`src/rtl/mandala_layer_pipeline_if.sv`:
```
// Pixel-side bundle for the mandala engine: coordinates, sync sideband,
// animation controls in; colour, delayed syncs and status out.
interface mandala_layer_pipeline_if;
  logic [9:0]  pix_x;
  logic [9:0]  pix_y;
  logic        display_on;
  logic        hsync_in;
  logic        vsync_in;
  logic [1:0]  speed;
  logic        reverse;
  logic        pause;
  logic [1:0]  r;
  logic [1:0]  g;
  logic [1:0]  b;
  logic        hsync_out;
  logic        vsync_out;
  logic        display_out;
  logic [3:0]  layer_out;
  logic [7:0]  phase;
  logic [15:0] frame_cnt;

  modport master (
    output pix_x, pix_y, display_on,
    output hsync_in, vsync_in,
    output speed, reverse, pause,
    input  r, g, b,
    input  hsync_out, vsync_out, display_out,
    input  layer_out, phase, frame_cnt
  );

  modport slave (
    input  pix_x, pix_y, display_on,
    input  hsync_in, vsync_in,
    input  speed, reverse, pause,
    output r, g, b,
    output hsync_out, vsync_out, display_out,
    output layer_out, phase, frame_cnt
  );
endinterface

```
`src/rtl/mandala_layer_pipeline.sv`:
```
// Three-stage mandala pixel engine: distance, squares/angle, ring + colour.
// Sync sideband travels alongside so outputs stay aligned.
module mandala_layer_pipeline #(
  parameter int H_RES      = 640,
  parameter int V_RES      = 480,
  parameter int NUM_LAYERS = 8,
  parameter int RING_STEP  = 20000
) (
  input  logic                     clk,
  input  logic                     reset,
  mandala_layer_pipeline_if.slave  bus
);

  localparam logic [9:0] CX = 10'(H_RES / 2);
  localparam logic [9:0] CY = 10'(V_RES / 2);

  typedef struct packed {
    logic [9:0] dx;
    logic [9:0] dy;
    logic       hs;
    logic       vs;
    logic       de;
  } s1_t;

  typedef struct packed {
    logic [19:0] dx2;
    logic [19:0] dy2;
    logic [7:0]  angle;
    logic        hs;
    logic        vs;
    logic        de;
  } s2_t;

  s1_t s1;
  s2_t s2;

  logic [7:0]  phase_q;
  logic [7:0]  ccnt;
  logic [15:0] frame_q;
  logic        vs_prev;

  logic [5:0]  rgb_q;
  logic [3:0]  lay_q;
  logic        hs_q;
  logic        vs_q;
  logic        de_q;

  logic [9:0]  dx_c;
  logic [9:0]  dy_c;
  logic [19:0] rad;
  logic [3:0]  lay_c;
  logic        hit_c;
  logic        on_c;
  logic [5:0]  tint_c;
  logic [5:0]  col_c;
  logic        edge_c;
  logic [7:0]  step_c;

  always_comb begin
    dx_c = (bus.pix_x >= CX) ? bus.pix_x - CX : CX - bus.pix_x;
    dy_c = (bus.pix_y >= CY) ? bus.pix_y - CY : CY - bus.pix_y;
  end

  // Descending scan leaves the lowest ring whose upper bound exceeds rad.
  always_comb begin
    rad    = s2.dx2 + s2.dy2;
    lay_c  = 4'hF;
    hit_c  = 1'b0;
    on_c   = 1'b0;
    tint_c = 6'd0;
    for (int k = NUM_LAYERS - 1; k >= 0; k--) begin
      if (32'(rad) < (k + 1) * RING_STEP) begin
        lay_c  = 4'(k);
        hit_c  = 1'b1;
        on_c   = s2.angle[k % 8] ^ s2.angle[(k + 3) % 8];
        tint_c = 6'(((k + 1) * 21) % 64);
      end
    end
    col_c = ccnt[7:2] + tint_c;
  end

  always_ff @(posedge clk) begin
    if (reset) begin
      s1    <= '0;
      s2    <= '0;
      rgb_q <= '0;
      lay_q <= 4'hF;
      hs_q  <= 1'b0;
      vs_q  <= 1'b0;
      de_q  <= 1'b0;
    end else begin
      s1.dx    <= dx_c;
      s1.dy    <= dy_c;
      s1.hs    <= bus.hsync_in;
      s1.vs    <= bus.vsync_in;
      s1.de    <= bus.display_on;
      s2.dx2   <= 20'(s1.dx) * 20'(s1.dx);
      s2.dy2   <= 20'(s1.dy) * 20'(s1.dy);
      s2.angle <= (s1.dx[7:0] ^ s1.dy[7:0]) + phase_q;
      s2.hs    <= s1.hs;
      s2.vs    <= s1.vs;
      s2.de    <= s1.de;
      rgb_q    <= (s2.de && hit_c && on_c) ? col_c : 6'd0;
      lay_q    <= s2.de ? lay_c : 4'hF;
      hs_q     <= s2.hs;
      vs_q     <= s2.vs;
      de_q     <= s2.de;
    end
  end

  assign edge_c = bus.vsync_in & ~vs_prev;
  assign step_c = 8'(bus.speed) + 8'd1;

  // vs_prev resets high so a vsync held through reset is not an edge.
  always_ff @(posedge clk) begin
    if (reset) begin
      vs_prev <= 1'b1;
      phase_q <= 8'd0;
      ccnt    <= 8'd0;
      frame_q <= 16'd0;
    end else begin
      vs_prev <= bus.vsync_in;
      if (edge_c) begin
        frame_q <= frame_q + 16'd1;
        if (!bus.pause) begin
          phase_q <= bus.reverse ? phase_q - step_c
                                 : phase_q + step_c;
          ccnt    <= ccnt + 8'd1;
        end
      end
    end
  end

  assign bus.r           = rgb_q[5:4];
  assign bus.g           = rgb_q[3:2];
  assign bus.b           = rgb_q[1:0];
  assign bus.hsync_out   = hs_q;
  assign bus.vsync_out   = vs_q;
  assign bus.display_out = de_q;
  assign bus.layer_out   = lay_q;
  assign bus.phase       = phase_q;
  assign bus.frame_cnt   = frame_q;

endmodule
```
`src/flat_wrapper.sv`:
```
// flat-port wrapper written by rule: the top's interface ports become plain ports
module mandala_layer_pipeline_flat 
#(
  parameter int H_RES      = 640,
  parameter int V_RES      = 480,
  parameter int NUM_LAYERS = 8,
  parameter int RING_STEP  = 20000
)
  (clk, reset, bus_pix_x, bus_pix_y, bus_display_on, bus_hsync_in, bus_vsync_in, bus_speed, bus_reverse, bus_pause, bus_r, bus_g, bus_b, bus_hsync_out, bus_vsync_out, bus_display_out, bus_layer_out, bus_phase, bus_frame_cnt);
  mandala_layer_pipeline_if bus_i ();
  input  logic clk;
  input  logic reset;
  input wire logic [$bits(bus_i.pix_x)-1:0] bus_pix_x;
  input wire logic [$bits(bus_i.pix_y)-1:0] bus_pix_y;
  input wire logic [$bits(bus_i.display_on)-1:0] bus_display_on;
  input wire logic [$bits(bus_i.hsync_in)-1:0] bus_hsync_in;
  input wire logic [$bits(bus_i.vsync_in)-1:0] bus_vsync_in;
  input wire logic [$bits(bus_i.speed)-1:0] bus_speed;
  input wire logic [$bits(bus_i.reverse)-1:0] bus_reverse;
  input wire logic [$bits(bus_i.pause)-1:0] bus_pause;
  output wire logic [$bits(bus_i.r)-1:0] bus_r;
  output wire logic [$bits(bus_i.g)-1:0] bus_g;
  output wire logic [$bits(bus_i.b)-1:0] bus_b;
  output wire logic [$bits(bus_i.hsync_out)-1:0] bus_hsync_out;
  output wire logic [$bits(bus_i.vsync_out)-1:0] bus_vsync_out;
  output wire logic [$bits(bus_i.display_out)-1:0] bus_display_out;
  output wire logic [$bits(bus_i.layer_out)-1:0] bus_layer_out;
  output wire logic [$bits(bus_i.phase)-1:0] bus_phase;
  output wire logic [$bits(bus_i.frame_cnt)-1:0] bus_frame_cnt;
  assign bus_i.pix_x = bus_pix_x;
  assign bus_i.pix_y = bus_pix_y;
  assign bus_i.display_on = bus_display_on;
  assign bus_i.hsync_in = bus_hsync_in;
  assign bus_i.vsync_in = bus_vsync_in;
  assign bus_i.speed = bus_speed;
  assign bus_i.reverse = bus_reverse;
  assign bus_i.pause = bus_pause;
  assign bus_r = bus_i.r;
  assign bus_g = bus_i.g;
  assign bus_b = bus_i.b;
  assign bus_hsync_out = bus_i.hsync_out;
  assign bus_vsync_out = bus_i.vsync_out;
  assign bus_display_out = bus_i.display_out;
  assign bus_layer_out = bus_i.layer_out;
  assign bus_phase = bus_i.phase;
  assign bus_frame_cnt = bus_i.frame_cnt;
  mandala_layer_pipeline #(.H_RES(H_RES), .V_RES(V_RES), .NUM_LAYERS(NUM_LAYERS), .RING_STEP(RING_STEP)) u_core (.clk(clk), .reset(reset), .bus(bus_i));
endmodule
```
`config.mk`:
```
export PLATFORM = sky130hd
export DESIGN_NAME = mandala_layer_pipeline_flat
export DESIGN_NICKNAME = d
export VERILOG_FILES = /design/src/rtl/mandala_layer_pipeline_if.sv /design/src/rtl/mandala_layer_pipeline.sv /design/src/flat_wrapper.sv
export SDC_FILE = /design/constraint.sdc
export NUM_CORES = 1
export LEC_CHECK = 0
export ABC_AREA = 1
export BUFFER_PORTS_ARGS = -buffer_cell sky130_fd_sc_hd__buf_2
export CORE_AREA = 8 8 146 148
export DETAILED_ROUTE_END_ITERATION = 8
export DIE_AREA = 0 0 154 156
export PLACE_DENSITY_LB_ADDON = 0.15
export SLEW_MARGIN = 15
export SYNTH_ARGS = -nofsm -noshare
export SYNTH_HDL_FRONTEND = slang
export SYNTH_SLANG_ARGS = --single-unit
```
`constraint.sdc`:
```
create_clock -name clk -period 6.64 [get_ports clk]
set_clock_uncertainty 0.15 [all_clocks]
set_input_delay 0.664 -clock clk [delete_from_list [all_inputs] [get_ports clk]]
set_output_delay 0.664 -clock clk [all_outputs]
set_load 0.01 [all_outputs]
```
# ---- Word level (Yosys, flattened, before mapping)
# Index checks and enable logic that the tools add are counted.
dict set report op_classes {
  n_lt_le_gt_ge 10
  multipliers 2
  muxes 35
  reduce_logical 5
  add_sub_neg 12
  n_bitwise 14
}
# op count
set ops {}
lappend ops {{20-bit by 17-bit less-than comparator with 1-bit output, second input constant} 3}
lappend ops {{6-bit two-way mux} 8}
lappend ops {{20-bit by 16-bit less-than comparator with 1-bit output, second input constant} 2}
lappend ops {{20-bit by 18-bit less-than comparator with 1-bit output, second input constant} 2}
lappend ops {{10-bit by 10-bit multiplier with 20-bit output} 2}
lappend ops {{4-bit two-way mux} 8}
lappend ops {{20-bit adder} 1}
lappend ops {{20-bit by 15-bit less-than comparator with 1-bit output, second input constant} 1}
lappend ops {{10-bit two-way mux} 2}
lappend ops {{16-bit by 1-bit adder with 16-bit output, second input constant} 1}
lappend ops {{8-bit adder} 2}
lappend ops {{1-bit two-way mux} 16}
lappend ops {{10-bit by 8-bit >= comparator with 1-bit output, second input constant} 1}
lappend ops {{10-bit by 9-bit >= comparator with 1-bit output, second input constant} 1}
lappend ops {{10-bit by 8-bit subtractor with 10-bit output, second input constant} 1}
lappend ops {{10-bit by 9-bit subtractor with 10-bit output, second input constant} 1}
lappend ops {{8-bit by 10-bit subtractor with 10-bit output, first input constant} 1}
lappend ops {{9-bit by 10-bit subtractor with 10-bit output, first input constant} 1}
lappend ops {{8-bit by 1-bit adder with 8-bit output, second input constant} 1}
lappend ops {{8-bit two-way mux} 1}
lappend ops {{8-bit subtractor} 1}
lappend ops {{1-bit bitwise XOR} 8}
lappend ops {{8-bit bitwise XOR} 1}
lappend ops {{6-bit adder} 1}
lappend ops {{6 further kinds} 11}
dict set report totals {
  elab_cells 98
  ff_bits 120
  in_bits 29
}

# ---- Depth between registers and ports, before layout
dict set report depth {
  word_depth 14
  depth_mapped 32
  ltp_nobuf 32
}

# ---- Worst setup path before layout
# Ideal clock, no wire load.
dict set report synth_timing {
  path_type {flip-flop to flip-flop}
  startpoint {register u_core.s1[14] (netlist bit)}
  endpoint {register u_core.s2[50] (netlist bit)}
  synth_period_minus_slack_ns 5.115
  t_required_ns 6.420
  arrival_time_ns 4.895
  path_slack_ns 1.525
  stages_incl_launch_ff 25
  cell_sequence {dfxtp_1 clkbuf_1 nand2_1 inv_1 fa_1 inv_1 fa_1 inv_1 fa_1 fa_1 fa_1 ha_1 nand2_1 nor2_1 nand2_1 o211ai_1 a31oi_1 o21ai_0 nand2_1 nor2_1 o21a_1 nor2_1 o21bai_1 o21ai_0 a21oi_1}
}
dict set report synth_between {
  elab_chain_len 1
}
# item line
set synth_lines {}
lappend synth_lines {{start: declaration} mandala_layer_pipeline.sv:34} ;# s1_t s1;
lappend synth_lines {{10-bit by 10-bit multiplier with 20-bit output} mandala_layer_pipeline.sv:97} ;# s2.dx2 <= 20'(s1.dx) * 20'(s1.dx);
lappend synth_lines {{end: declaration} mandala_layer_pipeline.sv:35} ;# s2_t s2;
# No other way between the ends.
# A chain may end at the register's enable or synchronous reset.

# ---- Final worst setup path
dict set report layout_timing {
  startpoint {register u_core.s1[20] (netlist bit)}
  endpoint {register u_core.s2[50] (netlist bit)}
}
# Same word-level chain as after synthesis.

==> summary.md <==
| Metric | Value |
|---|---|
| Proportion of layout cells with a drive suffix above 1 | `0.08433` |
| Relative slew margins | `0.6171` |
| DR pass1 iterations | `5` |
| WS Path Type | `flip-flop to flip-flop` |
| Number of flops mapped to enable cells by yosys | `0` |
| Place WS | `1207 ps` |
| IO Count | `66` |
| Drt total wl | `26,570 um` |
| CTS HTree Levels | `4` |
| Largest net degree at the start of global routing | `52` |
| Maxcap violations | `0` |
| Initial antenna violation count | `0` |
| Post-DR wirelength/cell | `13.91 um` |
| Die Wd | `154 um` |
| CP Capture Type | `flip-flop` |
| Critical Path Fanout Max | `13` |
| Clock Pin Slew Worst Setup and Hold Paths | `60 ps` |
| Setup tns final | `0 ps` |
| Sink Count | `116` |
| CP startpoint kind | `flip-flop` |
| Min Tclk post-route | `5498 ps` |
| Synth top area cells | `dfxtp_1, fa_1, ha_1, inv_1, nand2_1` |
| Post-route ant nets | `0` |
| Effective utilization at floorplan | `0.6117` |
| Worst Hold Class | `flip-flop to flip-flop` |
| Dpl hpwl | `21,510 um` |
| Slew @ Worst Pin | `573.6 ps` |
| Ys flop type | `dfxtp_1` |
| Register area share after synthesis | `0.1990` |
| Post-Synthesis Cell Area | `0.01167 mm2` |
| Cts-stage hold buffer count | `0` |
| Clock latency on the worst-skew pair | `420 ps` |
| I/O Buffers | `65` |
| Vias in the first global route | `9,906` |
| CTS tree | `done` |
| Lkg Pwr | `7.410 nW` |
| Final setup fails | `0` |
| Status | `finished, final reports clean` |
| Peak VDD IR | `197.4 uV` |
| Async set-reset flop share out of synthesis | `0` |
| Cells after Synth | `1,608` |
| Total CTS buffers | `17` |
| Core Box Area | `0.01908 mm2` |
| DRT iter0 DRCs | `587` |
| Filler cells | `1,673` |
| Area leader, netlist | `dfxtp_1` |
| Unique masters post-synth | `41` |
| Setup bufs post-CTS | `0` |
| DRC | `0` |
| Register bit total from synthesis | `116` |
| Synth Net Count | `1,874` |
| GRT Overall Usage | `0.2316` |
| Vias/cell | `5.261` |
| Fin nets | `1,925` |
| Post-route worst setup slack | `1142 ps` |
| Die area | `0.02402 mm2` |
| RSZ-0062 raised after global routing | `no` |
| GPL Wtd Cong | `0.8860` |
| YS warnings | `0` |
| Row count | `51` |
| Crit share post-route | `0.8280` |
| Congestion Overflow GR | `0` |
| Root Driver | `clkbuf_16` |
| Slew Limit Fails | `0` |
| CP arrival | `5690 ps` |
| First-pass GRT wire length | `45,450 um` |
| Die height | `156 um` |
| Syn_area_per_cell | `7.258 um2` |
| Inserted Diodes | `0` |
| Post_cts resized | `0` |
| Fmax | `0.1819 GHz` |
| Synthesis-to-finish area growth | `9.680%` |
| Final hold violations | `0` |
| Synth top area share | `0.1990` |
| PD cells | `257.5 mW/mm2` |
| DR vias | `10,050` |
| WP data required | `6830 ps` |
| Clock Tree Buf Depth | `2` |
-- area by class of cell --
cell class,instances,area [um2],share of cell area
clock buffer,17,425.4,0.03323
clock inverter,15,195.2,0.01525
inverter,340,1276,0.09970
multi-input combinational,1116,7936,0.6200
sequential,116,2322,0.1814
tap,238,297.8,0.02326
timing repair buffer,68,347.8,0.02717
-- kinds of logic (layout without fill, tap and decap cells) --
logic type / Yosys count / in the layout / synth area share
xor+xnor: 45 / 45 / 0.03377
compound gates: 259 / 259 / 0.1199
mux: 2 / 2 / 0.001930
fa+ha+maj: 237 / 237 / 0.3158
buf+inv: 376 / 440 / 0.1210
flops: 116 / 116 / 0.1990
simple gates: 573 / 573 / 0.2086
-- through the flow --
| stage | instances | instance area, um2 | hold WS (ps) | util | power, mW |
|---|---|---|---|---|---|
| after detailed placement | 1878 | 12180 | 249.9 | 0.6384 | 2.323 |
| after CTS | 1910 | 12800 | 259.3 | 0.6709 | 3.312 |
| after global placement | 1878 | 12180 | 241.0 | 0.6384 | 2.282 |
| after global routing | 1910 | 12800 | 270.4 | 0.6709 | 3.569 |
| final | 1910 | 12800 | 257.8 | 0.6709 | 3.297 |
| after floorplan | 1608 | 11670 | 238.3 | - | 1.987 |
-- state kept, by name (all words and copies together), names as in the netlist --
register                flops
u_core.bus.frame_cnt       16
u_core.bus.layer_out        4
u_core.vs_prev              1
u_core.bus.hsync_out        1
u_core.bus.display_out      1
u_core.bus.vsync_out        1
u_core.s2                  47
u_core.rgb_q                6
u_core.ccnt                 8
u_core.bus.phase            8
u_core.s1                  23
-- synthesized netlist by cell type (7+ instances only) --
cell and number:
nand2_2 17, nand3_1 53, nor3_1 30, xnor2_1 14, nor2_1 129, o21bai_1 7, o21ai_0 94, xor2_1 31
inv_1 334, fa_1 96, clkbuf_1 35, nand4_1 7, o21a_1 8, a21oi_1 126, ha_1 141, a31oi_1 9
nand2_1 310, dfxtp_1 116
-- worst paths after layout --
kind | start | slack, ps | endpoint | cells after the start
max | u_core.s1[20] | 1140 | u_core.s2[50] | 21
min reg2reg | u_core.s1[0] | 260 | u_core.s2[0] | 2
min | u_core.s1[0] | 260 | u_core.s2[0] | 2
max reg2reg | u_core.s1[20] | 1140 | u_core.s2[50] | 21
-- layout by cell type, fill, tap and decap left out, types with 9 or more instances in the layout --
cell type and count:
ha_1 141, fa_1 96, nand3_1 53, nor3_1 30, xor2_1 31, nand2_1 310, clkbuf_16 17, dfxtp_1 116
inv_1 333, a31oi_1 9, buf_2 65, nor2_1 129, o21ai_0 94, a21oi_1 126, nand2_2 17, xnor2_1 14
-- report_power, final --
group	total [mW]	switching, mW	internal [mW]
Clock	0.971	0.369	0.602
Combinational	1.48	0.938	0.544
Sequential	0.844	0.0736	0.771
-- critical path, stage by stage, from the launching register on --
cell      delay [ps]
dfxtp_1          660
nand2_1          110
inv_1            140
fa_1             460
fa_1             540
fa_1             440
fa_1             580
fa_1             420
ha_1             380
nand2_1           90
nor2_1           140
nand2_1           70
o211ai_1          70
a31oi_1           70
o21ai_0          270
nand2_1          110
nor2_1           140
o21a_1           150
nor2_1            50
o21bai_1         160
o21ai_0           90
a21oi_1          150
-- per-layer routing --
metal  GRT usage  up-vias  share of wire
met1      0.2823     4620           0.45
met3     0.04238       33          0.053
met5           0        -              0
li1            -     5139              -
met4     0.07000        0          0.019
met2      0.4086      257           0.48
No activity file was read; power rests on OpenSTA's default activity.
